--- config.mk ---
export PLATFORM = sky130hd
export DESIGN_NAME = key_debounce_led
export DESIGN_NICKNAME = d
export VERILOG_FILES = /design/src/rtl/key_db_pkg.sv /design/src/rtl/key_debounce_ch.sv /design/src/rtl/key_debounce_led.sv
export SDC_FILE = /design/constraint.sdc
export NUM_CORES = 1
export LEC_CHECK = 0
export CAP_MARGIN = 20
export CELL_PAD_IN_SITES_DETAIL_PLACEMENT = 0
export CELL_PAD_IN_SITES_GLOBAL_PLACEMENT = 2
export CORE_MARGIN = 8
export CORE_UTILIZATION = 46
export CTS_BUF_LIST = sky130_fd_sc_hd__clkbuf_8
export DETAILED_ROUTE_END_ITERATION = 7
export DONT_BUFFER_PORTS = 1
export HOLD_SLACK_MARGIN = 0.1
export PLACE_DENSITY_LB_ADDON = 0.1
export REMOVE_ABC_BUFFERS = 1
export SLEW_MARGIN = 20
export SYNTH_ARGS = -nofsm -noshare
export SYNTH_HDL_FRONTEND = slang
export SYNTH_SLANG_ARGS = --single-unit
--- constraint.sdc ---
create_clock -name clk -period 3.2 [get_ports clk]
set_input_delay 0.64 -clock clk [delete_from_list [all_inputs] [get_ports clk]]
set_output_delay 0.64 -clock clk [all_outputs]
set_load 0.02 [all_outputs]
--- src/rtl/key_db_pkg.sv ---
// Shared types and constants for the push-button debounce block.
// Holds the per-channel state encoding, the default debounce length and the counter sizing helper.
package key_db_pkg;

    typedef enum logic [1:0] {
        IDLE         = 2'd0,
        PRESS_WAIT   = 2'd1,
        PRESSED      = 2'd2,
        RELEASE_WAIT = 2'd3
    } db_state_t;

    // 20 ms of stability at the 12 MHz board clock.
    localparam int DB_CYCLES_DEFAULT = 240000;

    // The counter only has to reach cycles-1, so clog2 is exact; one bit is the floor.
    function automatic int db_cnt_width(input int cycles);
        int w;
        w = $clog2(cycles);
        return (w < 1) ? 1 : w;
    endfunction

endpackage

--- src/rtl/key_debounce_ch.sv ---
// One key channel: two-flop synchroniser, stability FSM with counter, press/release pulses and LED toggle.
// Handshake-free: all outputs are plain registered levels or single-cycle pulses, no valid/ready.
module key_debounce_ch
    import key_db_pkg::*;
#(
    parameter int DB_CYCLES = DB_CYCLES_DEFAULT
) (
    input  logic      clk,
    input  logic      rst,
    input  logic      key_n,
    output logic      state,
    output logic      press,
    output logic      rel,
    output logic      led_n,
    output db_state_t dbg_state
);

    localparam int CW = db_cnt_width(DB_CYCLES);
    localparam logic [CW-1:0] CNT_LAST = CW'(DB_CYCLES - 1);

    logic          sync1;
    logic          ks;
    db_state_t     cur;
    db_state_t     nxt;
    logic [CW-1:0] cnt;
    logic [CW-1:0] cnt_nxt;
    logic          press_nxt;
    logic          rel_nxt;

    // Sync flops reset to 1 so a released key looks stable from the first clock.
    always_ff @(posedge clk or negedge rst) begin
        if (!rst) begin
            sync1 <= 1'b1;
            ks    <= 1'b1;
        end else begin
            sync1 <= key_n;
            ks    <= sync1;
        end
    end

    always_ff @(posedge clk or negedge rst) begin
        if (!rst) begin
            cur   <= IDLE;
            cnt   <= '0;
            state <= 1'b0;
            press <= 1'b0;
            rel   <= 1'b0;
            led_n <= 1'b1;
        end else begin
            cur   <= nxt;
            cnt   <= cnt_nxt;
            state <= (nxt == PRESSED) || (nxt == RELEASE_WAIT);
            press <= press_nxt;
            rel   <= rel_nxt;
            led_n <= led_n ^ press_nxt;
        end
    end

    always_comb begin
        nxt       = cur;
        cnt_nxt   = cnt;
        press_nxt = 1'b0;
        rel_nxt   = 1'b0;
        case (cur)
            IDLE: begin
                if (!ks) begin
                    nxt     = PRESS_WAIT;
                    cnt_nxt = '0;
                end
            end
            PRESS_WAIT: begin
                if (ks) begin
                    nxt     = IDLE;
                    cnt_nxt = '0;
                end else if (cnt == CNT_LAST) begin
                    nxt       = PRESSED;
                    cnt_nxt   = '0;
                    press_nxt = 1'b1;
                end else begin
                    cnt_nxt = cnt + CW'(1);
                end
            end
            PRESSED: begin
                if (ks) begin
                    nxt     = RELEASE_WAIT;
                    cnt_nxt = '0;
                end
            end
            RELEASE_WAIT: begin
                // A bounce back to pressed restores PRESSED silently; no second press pulse.
                if (!ks) begin
                    nxt     = PRESSED;
                    cnt_nxt = '0;
                end else if (cnt == CNT_LAST) begin
                    nxt     = IDLE;
                    cnt_nxt = '0;
                    rel_nxt = 1'b1;
                end else begin
                    cnt_nxt = cnt + CW'(1);
                end
            end
            default: begin
                nxt     = IDLE;
                cnt_nxt = '0;
            end
        endcase
    end

    assign dbg_state = cur;

endmodule

--- src/rtl/key_debounce_led.sv ---
// Multi-key conditioner: one independent debounce channel per key/LED pair.
// dbg_state packs each channel's FSM state, two bits per channel, channel 0 in the low bits.
module key_debounce_led
    import key_db_pkg::*;
#(
    parameter int KEY_NUM   = 4,
    parameter int DB_CYCLES = DB_CYCLES_DEFAULT
) (
    input  logic                 clk,
    input  logic                 rst,
    input  logic [KEY_NUM-1:0]   key,
    output logic [KEY_NUM-1:0]   key_state,
    output logic [KEY_NUM-1:0]   key_press,
    output logic [KEY_NUM-1:0]   key_release,
    output logic [KEY_NUM-1:0]   led,
    output logic [2*KEY_NUM-1:0] dbg_state
);

    for (genvar i = 0; i < KEY_NUM; i++) begin : g_ch
        db_state_t ch_state;

        key_debounce_ch #(
            .DB_CYCLES (DB_CYCLES)
        ) u_ch (
            .clk       (clk),
            .rst       (rst),
            .key_n     (key[i]),
            .state     (key_state[i]),
            .press     (key_press[i]),
            .rel       (key_release[i]),
            .led_n     (led[i]),
            .dbg_state (ch_state)
        );

        assign dbg_state[2*i +: 2] = ch_state;
    end

endmodule

==> out/metrics.yaml <==
placement:
  finalWeightedCongestion: 0.772
  dp_slack_ns: 1.03
  dpl.hpwl_mm: 7.44
  place_area_mm2: 0.00534
  numPortBuffers: 0
  dp.cells: 659
sta:
  fin_setup_tns_ns: 0
  finalWorstSetupSlack_ns: 0.989
  setup_viol: 0
  hold_viol: 0
  clock_skew_ns: 0.0105
  slew-limit-headroom_pct: 37.7
  rsz0062_at_grt: "no"
  drv_slew: 0
  fmax_ghz: 0.452
  worstMarginPinSlew_ns: 0.932
  fin_crit_sh_pct: 69.1
  min_period_ns: 2.21
pwr:
  power.share.clock_pct: 36.0
  p_leak_nw: 2.24
  p_int_mw: 1.75
  power.density_mw_per_mm2: 417
  seqPwrFrac_pct: 58.5
  power_frac_comb_pct: 5.4
  switching_power_uw: 568
  p_total_mw: 2.32
  ir_drop_uv: 342
  p_sw_share_pct: 24.5
synth:
  synth_cell_types: 63
  synth_top_area_cell: "dfrtp_1"
  ys_seq_elements: 104
  synth_edf_count: 0
  ys_seq_area_share_pct: 48.5
  yosys_most_used_dff: "dfrtp_1"
  yosysTopAreaCellShare_pct: 42.7
  avgSynthCellArea_um2: 9.82
  synth-async-reset-ratio_pct: 100
  syn_inst: 549
  synthTopCellsByArea: "dfrtp_1 (43%), dfstp_2 (5.8%), o21ai_0 (4.5%)"
  yosys_warnings: 0
  netlist_area_mm2: 0.00539
clocking:
  cts_max_path_buffers: 2
  worst_skew_pair.late_latency_ns: 0.38
  cts_tree: "done"
  clk_pin_slew_ns: 0.10
  cts.htree.levels: 3
  cts_inserted_buffers: 9
  cts.sinks: 104
  post_cts_buffers: 0
  clockRootBuffer: "clkbuf_8"
  ctsHoldBuffers: 1
  cts_resized: 0
layout:
  ff_latch_area_mm2: 0.00262
  insertedDiodeCount: 0
  fill_cells: 1107
  multi_input_area_mm2: 0.00246
  nets: 538
  drive_gt1_share_pct: 10.7
  area_growth_pct: 3.18
  final_cell_area_mm2: 0.00557
  layout.cells.non_filler: 676
setup_path:
  critPathLaunchType: "register"
  max_stage_delay_ns: 0.59
  crit_family: "compound AO/OA/AOI/OAI gates"
  cp-end-kind: "register"
  path_class: "reg -> reg"
  critPathArrivalTime_ns: 2.51
  crit_fanout: 25
  cp_slowest_cell: "a21oi_4"
  crit_required_ns: 3.50
  crit_buf_inv: 0
  worstPathCellList: "ha_1 -> nand2_1 -> and4bb_1 -> a21oi_4 -> nand4_1 -> o22ai_1"
floorplanning:
  dieArea_mm2: 0.0154
  core-area_mm2: 0.0114
  start_util_pct: 47.2
  io_pins: 30
  num_rows: 39
  die_h_um: 124
  die_x_um: 124
run:
  cap_violations: 0
route:
  drc: 0
  ant_nets: 0
  drt-initial-drc-count: 235
  dr.pass1.iters: 4
  finalWirelength_mm: 11.4
  viasPerCell: 5.74
  routed-via-count: 3881
  drt-wirelength-per-cell_um: 16.9
hold_path:
  hp-class: "in -> async"
global_routing:
  grt_pass1_vias: 3741
  grt_max_degree: 105
  antenna_found_initial: 1
  overflow: 0
  grt_pass1_wl_mm: 19.3
  grt_usage_pct: 14.9
outcome:
  status: "completed"
[synth_stat cells, drive strengths merged (3+ instances only)]
cell and number:
dfrtp 92, nand2 54, o21ai 53, nand3 42
a21oi 36, buf 31, nor2 26, nand4 23
inv 19, mux2i 15, and3 13, dfstp 12
nor3 12, or3 12, a21o 9, xnor2 9
and2 8, a211oi 7, a22o 7, and4 7
a31oi 6, xor2 6, ha 4, nand3b 4
o22ai 4, a32o 3, clkbuf 3, nand2b 3
nor2b 3, nor4 3, nor4bb 3
[path summary, 6_finish.rpt]
kind | end | slack, ns | startpoint | cells after the start
worst max-delay path | g_ch[0].u_ch.cnt[17] | 0.99 | g_ch[0].u_ch.cnt[0] | 6
worst min-delay path | g_ch[2].u_ch.cnt[11] | 0.16 | rst | 1
worst max register to register | g_ch[0].u_ch.cnt[17] | 0.99 | g_ch[0].u_ch.cnt[0] | 6
worst min register to register | g_ch[1].u_ch.ks | 0.36 | g_ch[1].u_ch.sync1 | 0
max in group asynchronous | g_ch[1].u_ch.led_n | 2.57 | rst | 1
min in group clk | g_ch[3].u_ch.sync1 | 0.25 | key[3] | 0
[through the flow]
stage	util [%]	hold WS [ns]
after floorplan	-	0.344
after global placement	46.7	0.346
after detailed placement	46.7	0.348
after CTS	48.7	0.192
after global routing	48.7	0.205
final	48.7	0.160
[cells by family after synthesis]
family	share of synthesized area, %
AND/OR/NAND/NOR	23.7
flip-flops	48.5
AO/OA/AOI/OAI	15.1
XOR/XNOR	2.71
multiplexers	3.20
adder cells (fa/ha/maj)	0.928
buffers and inverters	5.82
[power by group through the flow]
stage	sequential [mW]	clock (mW)	combinational, mW
after CTS	1.36	0.884	0.128
after detailed placement	1.38	0	0.0976
after floorplan	1.38	0	0.0734
after global placement	1.38	0	0.0954
after global routing	1.36	0.919	0.147
final	1.36	0.836	0.126
[state kept, by name (all words and copies together), names as in the netlist]
name	count
g_ch.u_ch.press	4
g_ch.u_ch.rel	4
g_ch.u_ch.dbg_state	8
g_ch.u_ch.led_n	4
g_ch.u_ch.state	4
g_ch.u_ch.cnt	72
g_ch.u_ch.ks	4
g_ch.u_ch.sync1	4
[cell usage in the layout, fill, tap and decap left out, types with 4 or more instances in the layout]
cell      instances
dfrtp_1          92
nand2_1          51
o21ai_0          49
nand3_1          39
a21oi_1          32
nor2_1           23
nand4_1          22
inv_1            21
mux2i_1          15
and3_1           12
dfstp_2          12
or3_1            11
clkbuf_8         10
and2_1            8
a21o_1            8
and4_1            7
xnor2_1           7
a211oi_1          7
a22o_1            7
xor2_1            6
nor3_1            6
a31oi_1           6
nor3_2            5
o22ai_1           4
nand3b_1          4
o21ai_1           4
ha_1              4
[layer usage]
| layer | up-vias | track usage [%] | share of wire [%] |
|---|---|---|---|
| met4 | 2 | 4.46 | 1.0 |
| met3 | 8 | 5.06 | 4.7 |
| met1 | 1879 | 20.0 | 49 |
| met2 | 46 | 22.2 | 45 |
| li1 | 1946 | - | - |
| met5 | - | 0 | 0.11 |
[area by class of cell]
class	count	share of cell area (%)
clock buffers	10	2.47
clock inverters	6	1.12
inverters	19	1.28
multi-input cells	392	44.2
flip-flops and latches	104	47.0
well taps	143	3.21
repair buffers	2	0.629
Note: power is estimated with default switching activity, not from simulation.
